$ cat src/rtl/cpu_pkg.sv
// Shared CPU encodings, datapath widths and the EX/MEM payload layout.
package cpu_pkg;

  localparam int unsigned DATA_W = 8;
  localparam int unsigned REG_W  = 4;
  localparam int unsigned OP_W   = 4;

  typedef enum logic [OP_W-1:0] {
    OP_ADD  = 4'h0,
    OP_SUB  = 4'h1,
    OP_AND  = 4'h2,
    OP_OR   = 4'h3,
    OP_XOR  = 4'h4,
    OP_SLL  = 4'h5,
    OP_SRL  = 4'h6,
    OP_SLT  = 4'h7,
    OP_LW   = 4'h8,
    OP_SW   = 4'h9,
    OP_BEQ  = 4'hA,
    OP_BNE  = 4'hB,
    OP_JMP  = 4'hC,
    OP_MOV  = 4'hD,
    OP_NOP  = 4'hE,
    OP_HALT = 4'hF
  } opcode_t;

  typedef enum logic {
    ST_RUN    = 1'b0,
    ST_HALTED = 1'b1
  } state_t;

  typedef struct packed {
    logic              valid;
    logic [DATA_W-1:0] alu_result;
    logic [DATA_W-1:0] store_data;
    logic [REG_W-1:0]  rd;
    logic              writemem;
    logic              readmem;
    logic              regwrite;
    logic              redirect;
    logic [DATA_W-1:0] redirect_pc;
  } ex_mem_t;

endpackage

$ cat src/rtl/ex_alu.sv
// Combinational 8-bit ALU; control-flow and no-op codes produce zero.
module ex_alu
  import cpu_pkg::*;
(
  input  logic [OP_W-1:0]   op,
  input  logic [DATA_W-1:0] a,
  input  logic [DATA_W-1:0] b,
  input  logic              sign,
  output logic [DATA_W-1:0] result
);

  logic slt_bit;

  // Set-less-than in either signed or unsigned interpretation.
  always_comb begin
    slt_bit = sign ? ($signed(a) < $signed(b)) : (a < b);
  end

  // Operation select; arithmetic wraps modulo 2^DATA_W.
  always_comb begin
    result = '0;
    case (opcode_t'(op))
      OP_ADD, OP_LW, OP_SW: result = a + b;
      OP_SUB:               result = a - b;
      OP_AND:               result = a & b;
      OP_OR:                result = a | b;
      OP_XOR:               result = a ^ b;
      OP_SLL:               result = a << b[2:0];
      OP_SRL:               result = a >> b[2:0];
      OP_SLT:               result = DATA_W'(slt_bit);
      OP_MOV:               result = b;
      default:              result = '0;
    endcase
  end

endmodule

$ cat src/rtl/ex_stage.sv
// Execute stage: forwarding, ALU, branch resolution, HALT FSM and EX/MEM register.
module ex_stage
  import cpu_pkg::*;
(
  input  logic              clk,
  input  logic              rst_n,
  input  logic              in_valid,
  input  logic              stall,
  input  logic              flush,
  input  logic [OP_W-1:0]   opcode,
  input  logic [DATA_W-1:0] value,
  input  logic [REG_W-1:0]  rs,
  input  logic [REG_W-1:0]  rt,
  input  logic [REG_W-1:0]  rd,
  input  logic              imm_flag,
  input  logic              sign_flag,
  input  logic [DATA_W-1:0] label_value,
  input  logic              writemem,
  input  logic              readmem,
  input  logic              regwrite,
  input  logic [DATA_W-1:0] rs_data,
  input  logic [DATA_W-1:0] rt_data,
  output logic              out_valid,
  output logic [DATA_W-1:0] alu_result,
  output logic [DATA_W-1:0] store_data,
  output logic [REG_W-1:0]  rd_out,
  output logic              writemem_out,
  output logic              readmem_out,
  output logic              regwrite_out,
  output logic              redirect,
  output logic [DATA_W-1:0] redirect_pc,
  output logic              halted
);

  state_t            state, state_next;
  ex_mem_t           q, d;
  logic              halted_next;
  logic [DATA_W-1:0] fwd_a, fwd_rt, op_b, alu_out;
  logic [OP_W-1:0]   alu_op;
  logic              fwd_ok, is_mem, is_branch, taken;
  opcode_t           op;

  assign op = opcode_t'(opcode);

  // Bypass from EX/MEM when it holds a non-load result for the same nonzero register.
  always_comb begin
    fwd_ok = q.valid && q.regwrite && !q.readmem;
    fwd_a  = (fwd_ok && (q.rd == rs) && (rs != '0)) ? q.alu_result : rs_data;
    fwd_rt = (fwd_ok && (q.rd == rt) && (rt != '0)) ? q.alu_result : rt_data;
  end

  // Operand B and branch decode; loads/stores always add the offset.
  always_comb begin
    is_mem    = (op == OP_LW) || (op == OP_SW);
    is_branch = (op == OP_BEQ) || (op == OP_BNE) || (op == OP_JMP);
    op_b      = (imm_flag || is_mem) ? value : fwd_rt;
    alu_op    = opcode;
    taken     = 1'b0;
    case (op)
      OP_BEQ:  taken = (fwd_a == fwd_rt);
      OP_BNE:  taken = (fwd_a != fwd_rt);
      OP_JMP:  taken = 1'b1;
      default: taken = 1'b0;
    endcase
  end

  ex_alu u_alu (
    .op     (alu_op),
    .a      (fwd_a),
    .b      (op_b),
    .sign   (sign_flag),
    .result (alu_out)
  );

  // Next-state and next EX/MEM contents: flush bubbles, stall holds, else capture.
  always_comb begin
    state_next = state;
    d          = q;
    if (flush) begin
      d.valid    = 1'b0;
      d.writemem = 1'b0;
      d.readmem  = 1'b0;
      d.regwrite = 1'b0;
      d.redirect = 1'b0;
    end else if (!stall) begin
      d.valid    = 1'b0;
      d.writemem = 1'b0;
      d.readmem  = 1'b0;
      d.regwrite = 1'b0;
      d.redirect = 1'b0;
      if ((state == ST_RUN) && in_valid) begin
        if (op == OP_HALT) begin
          state_next = ST_HALTED;
        end else if (op != OP_NOP) begin
          d.valid      = 1'b1;
          d.alu_result = alu_out;
          d.store_data = fwd_rt;
          d.rd         = rd;
          d.writemem   = writemem && !is_branch;
          d.readmem    = readmem && !is_branch;
          d.regwrite   = regwrite && !is_branch && (op != OP_SW);
          d.redirect   = taken;
          if (is_branch) d.redirect_pc = label_value;
        end
      end
    end
    halted_next = (state_next == ST_HALTED);
  end

  // State and EX/MEM register with asynchronous clear.
  always_ff @(posedge clk or negedge rst_n) begin
    if (!rst_n) begin
      state  <= ST_RUN;
      q      <= '0;
      halted <= 1'b0;
    end else begin
      state  <= state_next;
      q      <= d;
      halted <= halted_next;
    end
  end

  assign out_valid    = q.valid;
  assign alu_result   = q.alu_result;
  assign store_data   = q.store_data;
  assign rd_out       = q.rd;
  assign writemem_out = q.writemem;
  assign readmem_out  = q.readmem;
  assign regwrite_out = q.regwrite;
  assign redirect     = q.redirect;
  assign redirect_pc  = q.redirect_pc;

endmodule

$ cat config.mk
export PLATFORM = sky130hd
export DESIGN_NAME = ex_stage
export DESIGN_NICKNAME = d
export VERILOG_FILES = /design/src/rtl/cpu_pkg.sv /design/src/rtl/ex_alu.sv /design/src/rtl/ex_stage.sv
export SDC_FILE = /design/constraint.sdc
export NUM_CORES = 1
export LEC_CHECK = 0
export BUFFER_PORTS_ARGS = -buffer_cell sky130_fd_sc_hd__buf_2
export CORE_MARGIN = 2
export CORE_UTILIZATION = 50
export DETAILED_ROUTE_END_ITERATION = 10
export PLACE_DENSITY_LB_ADDON = 0.3
export SLEW_MARGIN = 40
export SYNTH_ARGS = -nofsm -noshare
export SYNTH_HDL_FRONTEND = slang
export SYNTH_HIERARCHICAL = 1
export SYNTH_SLANG_ARGS = --single-unit
$ cat constraint.sdc
create_clock -name clk -period 3.8 [get_ports clk]
set_clock_uncertainty 0.2 [all_clocks]
set_input_delay 0.57 -clock clk [delete_from_list [all_inputs] [get_ports clk]]
set_output_delay 0.57 -clock clk [all_outputs]
set_load 0.01 [all_outputs]
# Word-level counts from Yosys, hierarchy flattened
# Index checks and enable logic that the tools add are counted.
totals:
  in_bits: 58
  wordCells: 81
  reg_bits: 34
  out_inout_bits: 34
op_classes:
  n_mux: 13
  n_bitwise: 7
  eq_ne: 21
  n_addsub: 2
  order_cmp: 2
  shift: 2
  n_reduce_logical: 24
op_table:
  columns: ["cell", "count"]
  rows:
  - ["33-bit 2-to-1 mux", 4]
  - ["8-bit one-hot mux with 9 select lines", 1]
  - ["8-bit 2-to-1 mux", 4]
  - ["4-bit == test (second input constant)", 7]
  - ["4-bit by 3-bit == test with 1-bit output (second input constant)", 4]
  - ["8-bit < comparator", 2]
  - ["1-bit logical AND", 11]
  - ["8-bit adder", 1]
  - ["8-bit bitwise AND", 1]
  - ["4-bit by 2-bit == test with 1-bit output (second input constant)", 2]
  - ["4-bit == test", 2]
  - ["8-bit == test", 1]
  - ["4-bit inequality test (second input constant)", 2]
  - ["8-bit inequality test", 1]
  - ["8-bit OR", 1]
  - ["4-bit nonzero test", 2]
  - ["8-bit by 3-bit << shifter with 8-bit output", 1]
  - ["8-bit by 3-bit right shift with 8-bit output", 1]
  - ["8-bit subtractor", 1]
  - ["8-bit bitwise XOR", 1]
  - ["6-bit AND reduction", 1]
  - ["5-bit AND reduction", 1]
  - ["4-bit by 1-bit == test with 1-bit output (second input constant)", 1]
  - ["4-bit zero test", 1]
  - ["9 further kinds", 17]

# Logic depth before layout (Yosys ltp)
# Gate-level depths: netlist (run 1).
logic_depth:
  ltp_word: 14
  mapped_depth: 17
  depth_no_buf: 15

# Hierarchy
# The synthesis (run 1) kept the hierarchy.
by_module_without_submodules:
  columns: ["module", "area_each_um2", "n_inst", "seq_area_each_um2", "cells_per_inst"]
  rows:
  - ["ex_stage", 2087.0, 1, 850.8, 212]
  - ["ex_alu", 1781.7, 1, 0.0, 246]

# Worst setup path before layout (run 1)
# No wires, ideal clock.
synth_path:
  path_type: "input port to flip-flop"
  from: "input rt[0]"
  to: "register q, in the netlist alu_result[7]"
  t_arrival_ps: 3720
  setup_ps: 125
  path_buffers: 3
  cell_stages: 17
  required_time_ps: 3475
  slack_ps: -245
  cell_sequence: "nor3_2 o21ai_2 buf_4 a21boi_2 nor2_1 a21oi_1 buf_4 buf_6 inv_1 ha_1 or2_4 a221oi_4 o221ai_2 mux2i_1 nor2_1 a211o_1 mux2_2"
synth_between:
  elab_chain_cells: 7
  word_cells_on_any_way: 14
  classes_between: "add/sub: 2; eq/ne: 1; shift: 2; mux: 3; bitwise: 3; reduce/logical: 3"
synth_rtl:
  columns: ["item", "line_no", "rtl"]
  rows:
  - ["start: declaration", "ex_stage.sv:13", "input logic [REG_W-1:0] rt,"]
  - ["4-bit == test", "ex_stage.sv:49", "fwd_rt = (fwd_ok && (q.rd == rt) && (rt != '0)) ? q.alu_result : rt_data;"]
  - ["1-bit logical AND", "ex_stage.sv:49", null]
  - ["1-bit logical AND *", "ex_stage.sv:49", null]
  - ["8-bit 2-to-1 mux *", "ex_stage.sv:49", null]
  - ["8-bit 2-to-1 mux *", "ex_stage.sv:56", "op_b = (imm_flag || is_mem) ? value : fwd_rt;"]
  - ["via op_b[1]", "ex_stage.sv:38", "logic [DATA_W-1:0] fwd_a, fwd_rt, op_b, alu_out;"]
  - ["8-bit subtractor (tied with other cells)", "ex_alu.sv:24", "OP_SUB: result = a - b;"]
  - ["8-bit one-hot mux with 9 select lines *", "ex_alu.sv:22", "case (opcode_t'(op))"]
  - ["via alu_out[7]", "ex_stage.sv:38", null]
  - ["end signal: assignment", "ex_stage.sv:114", "q <= '0;"]
  - ["end signal: assignment", "ex_stage.sv:118", "q <= d;"]
  - ["end: declaration", "ex_stage.sv:36", "ex_mem_t q, d;"]
# Mark *: on every way through the listed nets, which the timed path passes. The rest lies on a longest branch.
# A chain may end at the register's enable or synchronous reset.

# Worst setup path in the final report (run 1)
layout_path:
  from: "register q, in the netlist readmem_out"
  to: "register q, in the netlist alu_result[7]"
layout_between:
  word_cells_on_any_way: 17
  classes_between: "add/sub: 2; shift: 2; mux: 4; bitwise: 3; reduce/logical: 6"
layout_lines:
  columns: ["item", "line_no", "rtl"]
  rows:
  - ["1-bit zero test *", "ex_stage.sv:47", "fwd_ok = q.valid && q.regwrite && !q.readmem;"]
  - ["1-bit logical AND *", "ex_stage.sv:47", null]
  - ["1-bit logical AND * (2 in a row)", "ex_stage.sv:48", "fwd_a = (fwd_ok && (q.rd == rs) && (rs != '0)) ? q.alu_result : rs_data;"]
  - ["8-bit 2-to-1 mux *", "ex_stage.sv:48", null]
  - ["via fwd_a[7]", "ex_stage.sv:38", null]
  - ["8-bit subtractor (tied with other cells)", "ex_alu.sv:24", null]
  - ["8-bit one-hot mux with 9 select lines *", "ex_alu.sv:22", null]
  - ["via alu_out[7]", "ex_stage.sv:38", null]
# Marks and branches as above.

==> results of run 1 <==
## report_power, final
part	internal, W	total, W	switching (W)
Clock	0.000146	0.000290	0.000144
Combinational	0.000352	0.000740	0.000389
Sequential	0.000436	0.000508	0.0000712
## per-layer routing
layer / vias to the layer above / part of all wire [%] / track usage (%)
li1: 1986 / - / -
met1: 2075 / 39 / 38.6
met2: 228 / 50 / 54.0
met3: 43 / 7.2 / 4.52
met4: 0 / 3.8 / 14.8
met5: - / 0 / 0
## state kept, by name (all words and copies together), names as in the netlist
signal / cells
rd_out: 4
store_data: 8
readmem_out: 1
redirect_pc: 8
writemem_out: 1
state: 1
out_valid: 1
redirect: 1
regwrite_out: 1
alu_result: 8
## worst max-delay path by stage
stage / from / end / slack, ps / cells after the start
5_1_grt: readmem_out$_DFFE_PN0P_ / alu_result[7]$_DFFE_PN0P_ / -50 / 13
6_report: readmem_out$_DFFE_PN0P_ / alu_result[7]$_DFFE_PN0P_ / 80 / 13
2_1_floorplan: rt[0] / alu_result[7]$_DFFE_PN0P_ / -20 / 17
3_5_place_dp: rt[0] / alu_result[5]$_DFFE_PN0P_ / -190 / 15
3_3_place_gp: rt[0] / alu_result[6]$_DFFE_PN0P_ / -90 / 14
4_1_cts: rd_out[0]$_DFFE_PN0P_ / alu_result[5]$_DFFE_PN0P_ / 10 / 14
## critical path, cell delays in order (launching register included)
cell and delay (ps):
dfrtp_1 390, and3b_2 290, buf_4 130, nand4_1 210, o21ai_0 540, nand2_1 250
inv_1 130, ha_1 270, nand2_1 80, a21oi_1 80, a2111oi_2 340, nand3_1 150
a211o_1 280, mux2_2 250
## what timing repair did
item / CTS / global route
hold endpoints to repair: 0 / 0
gates resized for setup: 0 / 19
setup endpoints to repair: 0 / 6
setup buffers: 0 / 6
## cell type report
cell class	instances	area share [%]
clock inverters	2	0.246
repair buffers	166	20.2
well taps	102	2.51
inverters	25	1.92
clock buffers	6	1.63
multi-input cells	374	56.8
flip-flops and latches	34	16.7
## through the flow
step | instances | utilization (%)
finish | 709 | 66.8
global route | 709 | 66.8
CTS | 703 | 65.0
detailed placement | 695 | 63.8
global placement | 695 | 63.8
floorplan | 458 | -
## cells in the final DEF, fill, tap and decap left out, types with 5 or more instances in the layout
| master | Yosys | final |
|---|---|---|
| buf_2 | 8 | 90 |
| buf_4 | 5 | 75 |
| nand2_1 | 46 | 46 |
| dfrtp_1 | 34 | 34 |
| nor2_1 | 32 | 30 |
| a21oi_1 | 29 | 25 |
| o21ai_0 | 25 | 24 |
| inv_1 | 25 | 24 |
| mux2_2 | 22 | 22 |
| ha_1 | 25 | 20 |
| nand3_1 | 16 | 16 |
| o211ai_1 | 11 | 11 |
| and3_1 | 11 | 9 |
| a211o_1 | 8 | 8 |
| o21ai_1 | 8 | 7 |
| nor3_1 | 8 | 7 |
| xnor2_1 | 9 | 6 |
| nand4_1 | 6 | 6 |
| and2_1 | 6 | 6 |
| nor2b_1 | 6 | 6 |
| a211oi_1 | 6 | 6 |
| clkbuf_8 | 0 | 6 |
| nand4b_1 | 5 | 5 |
| mux4_2 | 5 | 5 |
| mux2i_1 | 5 | 5 |
## kinds of logic (layout without fill, tap and decap cells)
logic type,after synthesis,in the layout,share of synthesized area [%]
adder cells (fa/ha/maj),27,27,9.12
buffers and inverters,50,199,6.37
AND/OR/NAND/NOR,171,171,23.7
multiplexers,35,35,12.6
flip-flops,34,34,22.0
XOR/XNOR,9,9,2.04
AO/OA/AOI/OAI,132,132,24.2
==> results by group, run 1 <==
STA
  – Slew @ Worst Pin: 621 ps
  – Setup violators final: 0
  – Min Tclk post-route: 3720 ps
  – Setup TNS: 0 ps
  – Final Max Tran Viols: 0
  – Fin. Hold Viols: 0
  – Slew margin rel.: 58.4%
  – Hold Worst Slack: 27.3 ps
  – Setup WS post-layout: 80.9 ps
  – Max Freq: 0.269 GHz
  – Final period util: 97.9%

Synth
  – Synth unique cells: 73
  – Top post-synthesis cells by count: nand2_1 (46), dfrtp_1 (34), nor2_1 (32)
  – Post-synth top area share: 22.0%
  – Mapped Cells: 458
  – Avg Inst Size Synth: 8.45 sq um
  – Asr flop ratio synth: 100%
  – Yosys Warn Count: 6
  – Cell taking the most area after synthesis: dfrtp_1
  – Synth area leaders: dfrtp_1 (22%), ha_1 (8.1%), mux2_2 (6.4%), nand2_1 (4.5%), a21oi_1 (3.8%)
  – Mapped Area: 0.00387 sq mm
  – Top_reg_cell synth: dfrtp_1
  – FF+latch count, synth: 34
  – Net count after synthesis: 543
  – Number of synthesized flops with an enable pin: 0
  – Cell with the most instances after synthesis: nand2_1
  – Sequential element share of the synthesized area: 22.0%

Global routing
  – GRT Overall Usage: 31.3%
  – Total gr overflow: 0
  – Vias in the first global route: 4249
  – Antenna violations before repair: 0
  – Largest net degree at the start of global routing: 35
  – Global-route wire length before repair: 21100 microns

Worst setup path
  – Worst Path Class, Setup: reg2reg
  – Reg2reg setup slack: 80 ps
  – Reg2reg start: readmem_out$_DFFE_PN0P_
  – CP Launch Type: flop
  – Critical Path RT: 3780 ps
  – Worst Setup End Kind: flop
  – R2r endpoint: alu_result[7]$_DFFE_PN0P_
  – Crit Path Max Fanout: 4
  – R2R cell count: 13
  – Arr. time, crit path: 3700 ps

Outcome
  – Status: finished clean

Placement
  – Place WS: -193 ps
  – Gpl congestion: 0.966
  – Count of port buffers added during placement: 91
  – Post-DP HPWL: 10400 microns
  – Cell area after placement: 0.00485 sq mm

Routing
  – Final wirelength: 13600 microns
  – Initial DRC count: 414
  – Routed vias/inst: 6.11
  – Drt pass-1 iters: 6
  – DRC errors left: 0
  – Post-DR wirelength/cell: 19.2 microns
  – Vias: 4332
  – Routed Antenna Nets: 0

Clock tree
  – Clock Latency Late Sink: 290 ps
  – Clock Tree Buf Depth: 2
  – CTS tree: yes
  – Hold_buf cts: 0
  – Clk sinks: 34
  – Clock-pin slew on the worst setup and hold paths: 80 ps
  – CTS Buf Count: 5
  – Root Buffer: clkbuf_8
  – H-tree depth: 2

Floorplan
  – IO Count: 92
  – Die Y: 92.0 microns
  – Starting density of the core: 50.9%
  – Core Area: 0.00761 sq mm
  – Num rows: 32
  – Die area: 0.00846 sq mm
  – Chip width: 92.0 microns

Worst hold path
  – Hold WC Path Type: in2async

Power and ir drop
  – Max IR drop VDD: 0.315 mV
  – Leakage: 2.41 nW
  – Power density over the cells: 303 mW/mm^2
  – Overall Power: 0.00154 W

Finish
  – Synth-to-Final Area Change: 31.3%
  – NumNets Final: 691
  – Layout fillers: 665
  – Share of cells above drive strength 1: 41.8%
  – Diodes inserted: 0
  – FF+latch area: 851 sq um
  – Design area: 0.00508 sq mm
  – Area of the multi-input gates: 0.00289 sq mm

Flow run
  – Maxcap violations: 0
Note: power is estimated with default switching activity, not from simulation.
==> inputs of run 2 (changes only) <==
--- a/config.mk
+++ b/config.mk
@@ -6,10 +6,13 @@
 export NUM_CORES = 1
 export LEC_CHECK = 0
 export BUFFER_PORTS_ARGS = -buffer_cell sky130_fd_sc_hd__buf_2
+export CORE_ASPECT_RATIO = 1.5
 export CORE_MARGIN = 2
 export CORE_UTILIZATION = 50
+export CTS_CLUSTER_SIZE = 24
 export DETAILED_ROUTE_END_ITERATION = 10
 export PLACE_DENSITY_LB_ADDON = 0.3
+export REMOVE_ABC_BUFFERS = 1
 export SLEW_MARGIN = 40
 export SYNTH_ARGS = -nofsm -noshare
 export SYNTH_HDL_FRONTEND = slang
==> run 2 against run 1 <==
Routed wire length decreased by 0.88%. Global-route usage increased by 1.5 points. Largest power group unchanged. Via count increased by 0.12%. Die area increased by 0.17%. Worst setup slack improved by 62 ps. Largest cell class unchanged. Sequential share of layout area about the same. First-iteration DRC count increased by 18%. Combinational power decreased by 1%.
==> results by group, run 2 (same netlist as run 1, synthesis figures left out) <==
Worst setup path
  – CP Launch Type: flop (unchanged)
  – CP top delay family: simple AND/OR/NAND/NOR gates (was compound AO/OA/AOI/OAI gates)
  – CP max stage delay: 460 ps (was 540 ps)
  – Slowest cell on crit path: dfrtp_1 (was o21ai_0)
  – Arr. time, crit path: 3640 ps (was 3700 ps)
  – Critical Path RT: 3780 ps (about the same)
  – Crit Path Max Fanout: 5 (was 4)
  – Worst Path Class, Setup: reg2reg (unchanged)
  – CP Cell Sequence: xnor2_2, and4_2, nand3_1, and2_1, a21oi_2, inv_1, ha_1, buf_4, nand4b_1, nand3b_1, a21boi_0, o311ai_0, o211ai_1, mux2_2 (was and3b_2, buf_4, nand4_1, o21ai_0, nand2_1, inv_1, ha_1, nand2_1, a21oi_1, a2111oi_2, nand3_1, a211o_1, mux2_2)
  – Worst Setup End Kind: flop (unchanged)
  – CP bufs+invs: 2 (unchanged)

STA
  – Setup violators final: 0 (unchanged)
  – Slew margin rel.: 54.1% (was 58.4%)
  – Max Freq: 0.273 GHz (was 0.269 GHz)
  – Hold Worst Slack: 35.8 ps (was 27.3 ps)
  – Setup WS post-layout: 143 ps (was 80.9 ps)
  – Final Max Tran Viols: 0 (unchanged)
  – Fin. Hold Viols: 0 (unchanged)
  – Final period util: 96.2% (was 97.9%)
  – Slew @ Worst Pin: 686 ps (was 621 ps)
  – Min Tclk post-route: 3660 ps (was 3720 ps)
  – Setup TNS: 0 ps (unchanged)

Power and ir drop
  – Power density over the cells: 353 mW/mm^2 (was 303 mW/mm^2)
  – Max IR drop VDD: 0.377 mV (was 0.315 mV)
  – Overall Power: 0.00180 W (was 0.00154 W)
  – Leakage: 2.42 nW (was 2.41 nW)

Routing
  – Initial DRC count: 487 (was 414)
  – Post-DR wirelength/cell: 19.4 microns (was 19.2 microns)
  – DRC errors left: 0 (unchanged)
  – Vias: 4337 (was 4332)
  – Final wirelength: 13500 microns (was 13600 microns)
  – Routed Antenna Nets: 0 (unchanged)
  – Drt pass-1 iters: 5 (was 6)
  – Routed vias/inst: 6.22 (was 6.11)

Global routing
  – Total gr overflow: 0 (unchanged)
  – Global-route wire length before repair: 21000 microns (was 21100 microns)
  – Vias in the first global route: 4281 (was 4249)
  – Largest net degree at the start of global routing: 35 (unchanged)
  – GRT Overall Usage: 32.8% (was 31.3%)
  – Antenna violations before repair: 0 (unchanged)

Finish
  – Most common cell after layout, fill and taps aside: buf_2 (unchanged)
  – Diodes inserted: 0 (unchanged)
  – NumNets Final: 679 (was 691)
  – Synth-to-Final Area Change: 31.5% (was 31.3%)
  – Share of cells above drive strength 1: 40.0% (was 41.8%)
  – Most frequent cells in the layout: buf_2 (90), buf_4 (62), nand2_1 (46) (was buf_2 (90), buf_4 (75), nand2_1 (46))
  – Design area: 0.00509 sq mm (was 0.00508 sq mm)

Placement
  – Count of port buffers added during placement: 91 (unchanged)
  – Post-DP HPWL: 10400 microns (about the same)
  – Cell area after placement: 0.00477 sq mm (was 0.00485 sq mm)
  – Gpl congestion: 1.09 (was 0.966)
  – Place WS: -131 ps (was -193 ps)

Floorplan
  – Starting density of the core: 51.1% (was 50.9%)
  – Core Area: 0.00756 sq mm (was 0.00761 sq mm)
  – Chip width: 75.8 microns (was 92.0 microns)
  – Num rows: 39 (was 32)
  – Die Y: 112 microns (was 92.0 microns)
  – IO Count: 92 (unchanged)
  – Die area: 0.00847 sq mm (was 0.00846 sq mm)

Clock tree
  – Clock-pin slew on the worst setup and hold paths: 60 ps (was 80 ps)
  – Root Buffer: clkbuf_16 (was clkbuf_8)
  – CTS Buf Count: 5 (unchanged)
  – Clock Tree Buf Depth: 2 (unchanged)
  – Post-CTS Setup Inserts: 0 (unchanged)
  – Clock Latency Late Sink: 290 ps (about the same)
  – Clk sinks: 34 (unchanged)
  – CTS tree: yes (unchanged)
  – H-tree depth: 2 (unchanged)

Worst hold path
  – Hold WC Path Type: in2async (unchanged)

Outcome
  – Status: finished clean (unchanged)

Flow run
  – Maxcap violations: 0 (unchanged)
==> run 2: cell type report <==
cell class	count	area (sq um)
clock buffer	5	125
multi-input combinational	375	2890
clock inverter	3	68.8
sequential	34	851
inverter	25	93.8
fill	618	2480
timing repair buffer	153	927
tap	102	128
==> run 2: report_power, final <==
group          total, W  leakage, nW  internal, W  switching, W
Sequential     0.000515        0.429     0.000437     0.0000777
Clock          0.000552       0.0940     0.000377      0.000175
Combinational  0.000730         1.90     0.000346      0.000385
Total           0.00180         2.42      0.00116      0.000637
==> run 2: worst paths after layout <==
| kind | from | to | slack (ps) | depth (start not counted) |
|---|---|---|---|---|
| worst max-delay path | rd_out[2]$_DFFE_PN0P_ | alu_result[5]$_DFFE_PN0P_ | 140 | 14 |
| worst min-delay path | rst_n | rd_out[3]$_DFFE_PN0P_ | 40 | 1 |
| worst max register to register | rd_out[2]$_DFFE_PN0P_ | alu_result[5]$_DFFE_PN0P_ | 140 | 14 |
| worst min register to register | store_data[6]$_DFFE_PN0P_ | store_data[6]$_DFFE_PN0P_ | 280 | 2 |
| max in group asynchronous | rst_n | redirect$_DFFE_PN0P_ | 3030 | 1 |
| min in group clk | store_data[6]$_DFFE_PN0P_ | store_data[6]$_DFFE_PN0P_ | 280 | 2 |
==> run 2: stage by stage <==
step	std cells	utilization (%)
final	697	67.2
after global routing	697	67.2
after CTS	696	65.7
after detailed placement	688	63.1
after global placement	688	63.1
after floorplan	433	-
==> run 2: what timing repair did <==
item | CTS | global route
gates resized for setup | 0 | 20
hold buffers | 0 | 0
setup endpoints to repair | 0 | 6
==> run 2: metal layers <==
layer,wire length [microns],part of all wire [%],track usage [%]
met1,4880,36,37.7
met2,6760,50,53.5
met3,835,6.2,5.16
met4,1040,7.7,22.3
met5,0,0,0
